## config.mk

```make
export PLATFORM = sky130hd
export DESIGN_NAME = mnist_layer_scheduler
export DESIGN_NICKNAME = d
export VERILOG_FILES = /design/src/rtl/mnist_layer_scheduler.sv
export SDC_FILE = /design/constraint.sdc
export NUM_CORES = 1
export LEC_CHECK = 0
export CORE_UTILIZATION = 50
export CTS_BUF_LIST = sky130_fd_sc_hd__clkbuf_8
export DETAILED_ROUTE_END_ITERATION = 8
export GPL_TIMING_DRIVEN = 0
export PLACE_DENSITY = 0.75
export RECOVER_POWER = 25
export SKIP_LAST_GASP = 1
export SYNTH_ARGS = -nofsm -noshare
export SYNTH_HDL_FRONTEND = slang
export SYNTH_SLANG_ARGS = --single-unit
export TNS_END_PERCENT = 20
```

## constraint.sdc

```tcl
create_clock -name clk_i -period 2.85 [get_ports clk_i]
set_input_delay 0.285 -clock clk_i [delete_from_list [all_inputs] [get_ports clk_i]]
set_output_delay 0.285 -clock clk_i [all_outputs]
set_load 0.03 [all_outputs]
```

## src/rtl/mnist_layer_scheduler.sv

```systemverilog
// Top-level sequencer for the MNIST datapath: launches the layer controllers
// one at a time, waits for each done pulse, counts images and run cycles,
// and flags a layer that never answers.
//
// Ports:
//   clk_i          clock, rising edge
//   rstn_i         asynchronous active-low reset
//   start_i        begins a run (only from IDLE or ERR)
//   img_valid_i    next input image is resident
//   layer_done_i   per-layer done pulses
//   layer_start_o  one-hot single-cycle launch pulse
//   active_layer_o layer currently launched or awaited
//   img_cnt_o      images completed in this run
//   cnt_o          saturating run-cycle counter (global cnt for layers)
//   busy_o         high outside IDLE and ERR
//   done_o         one-cycle pulse at run completion
//   err_o          sticky layer timeout flag
module mnist_layer_scheduler #(
  parameter int unsigned NUM_LAYERS = 4,
  parameter int unsigned NUM_IMAGES = 10,
  parameter int unsigned TIMEOUT    = 8191,
  localparam int unsigned ACT_W     = 3,
  localparam int unsigned IMG_W     = 8,
  localparam int unsigned CNT_W     = 13
) (
  input  logic                  clk_i,
  input  logic                  rstn_i,
  input  logic                  start_i,
  input  logic                  img_valid_i,
  input  logic [NUM_LAYERS-1:0] layer_done_i,
  output logic [NUM_LAYERS-1:0] layer_start_o,
  output logic [ACT_W-1:0]      active_layer_o,
  output logic [IMG_W-1:0]      img_cnt_o,
  output logic [CNT_W-1:0]      cnt_o,
  output logic                  busy_o,
  output logic                  done_o,
  output logic                  err_o
);

  // Watchdog only needs to hold 0..TIMEOUT-1 before the expiry decision.
  localparam int unsigned WD_W = (TIMEOUT > 1) ? $clog2(TIMEOUT) : 1;
  localparam logic [CNT_W-1:0] CNT_MAX = '1;

  typedef enum logic [2:0] {
    S_IDLE,
    S_WAIT_IMG,
    S_LAUNCH,
    S_WAIT_DONE,
    S_NEXT_IMG,
    S_FINISH,
    S_ERR
  } state_t;

  state_t                state;
  logic [WD_W-1:0]       wd;
  logic [NUM_LAYERS-1:0] active_sel;
  logic                  done_hit;
  logic [ACT_W-1:0]      act_next;
  logic [IMG_W-1:0]      img_next;

  // Only the awaited layer's done bit is relevant; stray bits are masked off.
  assign active_sel = NUM_LAYERS'(1) << active_layer_o;
  assign done_hit   = |(layer_done_i & active_sel);
  assign act_next   = active_layer_o + ACT_W'(1);
  assign img_next   = img_cnt_o + IMG_W'(1);

  // Sequencer FSM with registered outputs.
  always_ff @(posedge clk_i or negedge rstn_i) begin
    if (!rstn_i) begin
      state          <= S_IDLE;
      wd             <= '0;
      layer_start_o  <= '0;
      active_layer_o <= '0;
      img_cnt_o      <= '0;
      cnt_o          <= '0;
      busy_o         <= 1'b0;
      done_o         <= 1'b0;
      err_o          <= 1'b0;
    end else begin
      layer_start_o <= '0;
      done_o        <= 1'b0;

      if (busy_o && (cnt_o != CNT_MAX)) begin
        cnt_o <= cnt_o + CNT_W'(1);
      end

      case (state)
        S_IDLE, S_ERR: begin
          if (start_i) begin
            state          <= S_WAIT_IMG;
            busy_o         <= 1'b1;
            img_cnt_o      <= '0;
            active_layer_o <= '0;
            cnt_o          <= '0;
            wd             <= '0;
            err_o          <= 1'b0;
          end
        end

        S_WAIT_IMG: begin
          if (img_valid_i) begin
            state          <= S_LAUNCH;
            active_layer_o <= '0;
            layer_start_o  <= NUM_LAYERS'(1);
          end
        end

        S_LAUNCH: begin
          state <= S_WAIT_DONE;
          wd    <= '0;
        end

        // Done is tested before the watchdog so a late answer still wins.
        S_WAIT_DONE: begin
          if (done_hit) begin
            if (active_layer_o == ACT_W'(NUM_LAYERS - 1)) begin
              state <= S_NEXT_IMG;
            end else begin
              state          <= S_LAUNCH;
              active_layer_o <= act_next;
              layer_start_o  <= NUM_LAYERS'(1) << act_next;
            end
          end else if (wd == WD_W'(TIMEOUT - 1)) begin
            state  <= S_ERR;
            busy_o <= 1'b0;
            err_o  <= 1'b1;
          end else begin
            wd <= wd + WD_W'(1);
          end
        end

        S_NEXT_IMG: begin
          img_cnt_o <= img_next;
          if (img_next == IMG_W'(NUM_IMAGES)) begin
            state  <= S_FINISH;
            done_o <= 1'b1;
          end else begin
            state          <= S_WAIT_IMG;
            active_layer_o <= '0;
          end
        end

        S_FINISH: begin
          state  <= S_IDLE;
          busy_o <= 1'b0;
        end

        default: begin
          state  <= S_IDLE;
          busy_o <= 1'b0;
        end
      endcase
    end
  end

endmodule

```

==> results.txt <==
* Leading cell type in the layout, fill and taps excluded: sky130_fd_sc_hd__dfrtp_1
- Routed Wire Length: approximately 5700 um
- After clock tree synthesis, the repair step resized 0 gates.
- Measured against its own limit, the worst slew margin works out to between 20% and 30%.
- After clock tree synthesis, the clock-pin slew on the worst setup and hold paths is 90 ps.
* Total clock sinks: 47
* Share of synthesized area occupied by flip-flops and latches: 44.7%
- Endpoints failing setup: 0
- For this run, asynchronously set or reset flops after synthesis account for 100%.
- Number of flops mapped to enable cells by yosys: 0
- PortBufs: 37
- Of the cells placed in the final design, the portion with a size suffix greater than 1 is 5.83%.
- Post-Syn Nets: ~320
- # Max-Cap Violations: 0
- Total count of hold-check failures in the final report: 0
* Fin nets: 361
- Startpoint kind of the worst setup timing path: flip-flop
- The tightest hold path in the finished design has a slack of between 300 and 400 ps.
- Cell Pwr Density: ~890 nW/um^2
- Pre-CTS setup slack: roughly 470 ps
* Crit Path Class: reg -> reg
- The worst register-to-register path ends at wd[3].
- At the worst endpoint, the required time is 3060 ps.
- Summing all non-filler instances in the final layout gives an area of 3200 sq um.
* Antenna violations before repair: 0
* Unrepaired setup endpoints after global routing: false
- Each instance of the synthesized netlist takes up on average slightly below 9 sq um.
* DRC errors left: 0
- Data on the critical path arrives at its endpoint at roughly 2600 ps.
* Pin count of the biggest net entering global routing: 28
- Number of buffers added by the clock tree synthesis step: 5
- The first detailed-routing pass took 4 iterations.
- The number of antenna diodes in the final layout is 0.
* P_leak: about 1.4 nW
- Clock latency reported for the late side of the worst-skew pair: about 300 ps
- The congestion estimate from routability-driven global placement came to 0.826.
- Final clock period utilization by the worst path: a little over four fifths
- Area of the die: around 5600 sq um
* Reg-to-reg setup timing slack: roughly 480 ps
* Relative area change from synthesis to final layout: 21.3%
- Core area: between 5000 and 6000 sq um
* Total placed cells including tap cells: around 400
- Counting flops and latches in the post-synthesis netlist gives 47.
* Die outline height: between 70 and 80 um
* H-tree depth: 2
- After layout, the worst setup slack is 476 ps.
- In the layout the commonest cells are sky130_fd_sc_hd__dfrtp_1 (47), sky130_fd_sc_hd__clkdlybuf4s50_1 (36), sky130_fd_sc_hd__nor2_1 (33), sky130_fd_sc_hd__o21ai_0 (33), sky130_fd_sc_hd__nand2_1 (22).
- Synthesis handed over a netlist of 296 instances.
* Endpoint type of the worst setup path: flip-flop
* Outcome: completed
* Effective utilization at floorplan: about half
- DPL Wire Length: 4030 um
* Number of warnings printed during yosys synthesis: 0
- Static timing analysis puts the maximum clock frequency at around 0.42 GHz.
- Root Driver: sky130_fd_sc_hd__clkbuf_8
* I/O pin count: 39
- Width of the die: between 70 and 80 um
- Once detail routing completed, the nets flagged for antenna violations numbered 0.
- Clk buf depth: 2
- The number of hold buffers added after CTS was 1.
- Number of global-route vias before repair: between 2000 and 2500
- The max-slew violation count is 0.
* Setup TNS: 0 ps
- Number of cells in the finished layout apart from fillers: 413
- The most critical setup path has its endpoint at wd[3].
- Across the VDD grid, the largest voltage drop is around 0.43 mV.
- The min-delay analysis places its worst path in the category in -> reg.
- TritonCTS clock tree: yes
- In this run the worst path has a maximum fanout of 9.
- GR Overflow Total: 0
- Post-Place Cell Area: around 3100 sq um
- Post-CTS timing repair inserted 0 buffers for setup.
* Violation count after the first detailed-route iteration: around 160
- Ratio of routed vias to standard cells: between 5 and 6
- Count of cell types in the netlist: 44
- After layout, the minimum clock period comes to 2370 ps.
* Most used flip-flop cell after synthesis: sky130_fd_sc_hd__dfrtp_1
- The most critical setup path has its startpoint at active_layer_o[1].
- Dividing the detail-routed wire length by the instance count gives 13.8 um.
- First-pass GRT wire length: between 9000 and 10000 um
* RR Startpoint: active_layer_o[1]
- The initialized floorplan defines 26 standard-cell rows.
- Measured in cells, the most critical reg-to-reg path has a length of 7.
- Clock skew on the completed layout was measured at between 9 and 10 ps.
- Post-synth design cell area: approximately 2600 sq um
- For the pin with the worst max-slew slack, the measured transition is 1100 ps.
- Gr usage total: 21.3%
- Across all layers, the routed design uses between 2000 and 2500 vias.
-- through the flow --
stage / total power (W) / utilization [%]
after detailed placement: 0.00242 / 61.2
after global placement: 0.00239 / 60.9
final: 0.00283 / 63.0
after global routing: 0.00304 / 63.0
after floorplan: 0.00193 / -
after CTS: 0.00284 / 63.3
-- metal layers --
metal / track usage, % / share of wire [%] / wire [um] / vias to the layer above
met5: 0 / 0 / 0 / -
met4: 8.18 / 0.93 / 53 / 0
met3: 2.98 / 3.7 / 209 / 4
met2: 34.6 / 48 / 2730 / 50
met1: 28.9 / 47 / 2690 / 1128
li1: - / - / - / 1165
-- worst max-delay path: stages, from the launching register on --
cell	delay, ps
sky130_fd_sc_hd__dfrtp_1	440
sky130_fd_sc_hd__inv_1	100
sky130_fd_sc_hd__ha_1	200
sky130_fd_sc_hd__a222oi_1	470
sky130_fd_sc_hd__o21ai_2	180
sky130_fd_sc_hd__nor3_2	510
sky130_fd_sc_hd__nand4_1	170
sky130_fd_sc_hd__o21ai_0	200
-- power by group --
part | total [W] | internal [W] | leakage (nW) | switching (W)
Sequential | 0.00101 | 0.000817 | 0.630 | 0.000195
Clock | 0.000423 | 0.000196 | 0.0526 | 0.000227
Combinational | 0.00139 | 0.000542 | 0.680 | 0.000852
Total | 0.00283 | 0.00155 | 1.36 | 0.00127
-- flip-flops by register name (all words and copies together), names as in the netlist --
register and count:
wd 13, active_layer_o 3, busy_o 1, layer_start_o 4, done_o 1, state 3
cnt_o 13, img_cnt_o 8, err_o 1
-- final cells by class --
type	instances	area (sq um)
sequential	47	1180
timing repair buffer	39	379
clock inverter	2	12.5
clock buffer	6	82.6
buffer	13	56.3
multi-input combinational	227	1370
tap	70	87.6
fill	434	1880
inverter	9	33.8
-- cells by family after synthesis --
kind of cell	Yosys count	synth area share [%]
adder cells (fa/ha/maj)	12	5.61
flip-flops	47	44.7
multiplexers	2	0.760
XOR/XNOR	11	3.66
AO/OA/AOI/OAI	80	18.0
AND/OR/NAND/NOR	122	23.9
buffers and inverters	22	3.42
-- worst min-delay path by stage --
stage | depth (start not counted) | slack [ps] | to | startpoint
CTS | 2 | 300 | state[2] | start_i
floorplan | 0 | -10 | active_layer_o[0] | rstn_i
global route | 2 | 320 | state[2] | start_i
finish | 2 | 310 | state[2] | start_i
detailed placement | 1 | 270 | img_cnt_o[5] | rstn_i
global placement | 1 | 470 | wd[11] | wd[11]
-- Yosys cell counts (2+ instances only) --
master / n / share of area [%]
sky130_fd_sc_hd__dfrtp_1: 47 / 45
sky130_fd_sc_hd__nor2_1: 33 / 4.7
sky130_fd_sc_hd__o21ai_0: 33 / 6.3
sky130_fd_sc_hd__nand2_1: 22 / 3.1
sky130_fd_sc_hd__a21oi_1: 16 / 3.0
sky130_fd_sc_hd__nand3_1: 16 / 3.0
sky130_fd_sc_hd__nand4_1: 12 / 2.9
sky130_fd_sc_hd__ha_1: 11 / 5.2
sky130_fd_sc_hd__a31oi_1: 9 / 2.1
sky130_fd_sc_hd__and3_1: 9 / 2.1
sky130_fd_sc_hd__inv_1: 9 / 1.3
sky130_fd_sc_hd__xor2_1: 8 / 2.7
sky130_fd_sc_hd__and2_1: 6 / 1.4
sky130_fd_sc_hd__buf_2: 6 / 1.1
sky130_fd_sc_hd__clkbuf_1: 6 / 0.86
sky130_fd_sc_hd__nor3_1: 5 / 0.95
sky130_fd_sc_hd__nor2b_1: 4 / 0.95
sky130_fd_sc_hd__o31ai_1: 4 / 1.1
sky130_fd_sc_hd__or3_1: 4 / 0.95
sky130_fd_sc_hd__a211oi_1: 3 / 0.86
sky130_fd_sc_hd__and4_1: 3 / 1.0
sky130_fd_sc_hd__o22ai_1: 3 / 0.71
sky130_fd_sc_hd__xnor2_1: 3 / 1.0
sky130_fd_sc_hd__a22oi_1: 2 / 0.57
sky130_fd_sc_hd__mux2i_1: 2 / 0.76
sky130_fd_sc_hd__o21ai_2: 2 / 0.67
Note: power is estimated with default switching activity, not from simulation.
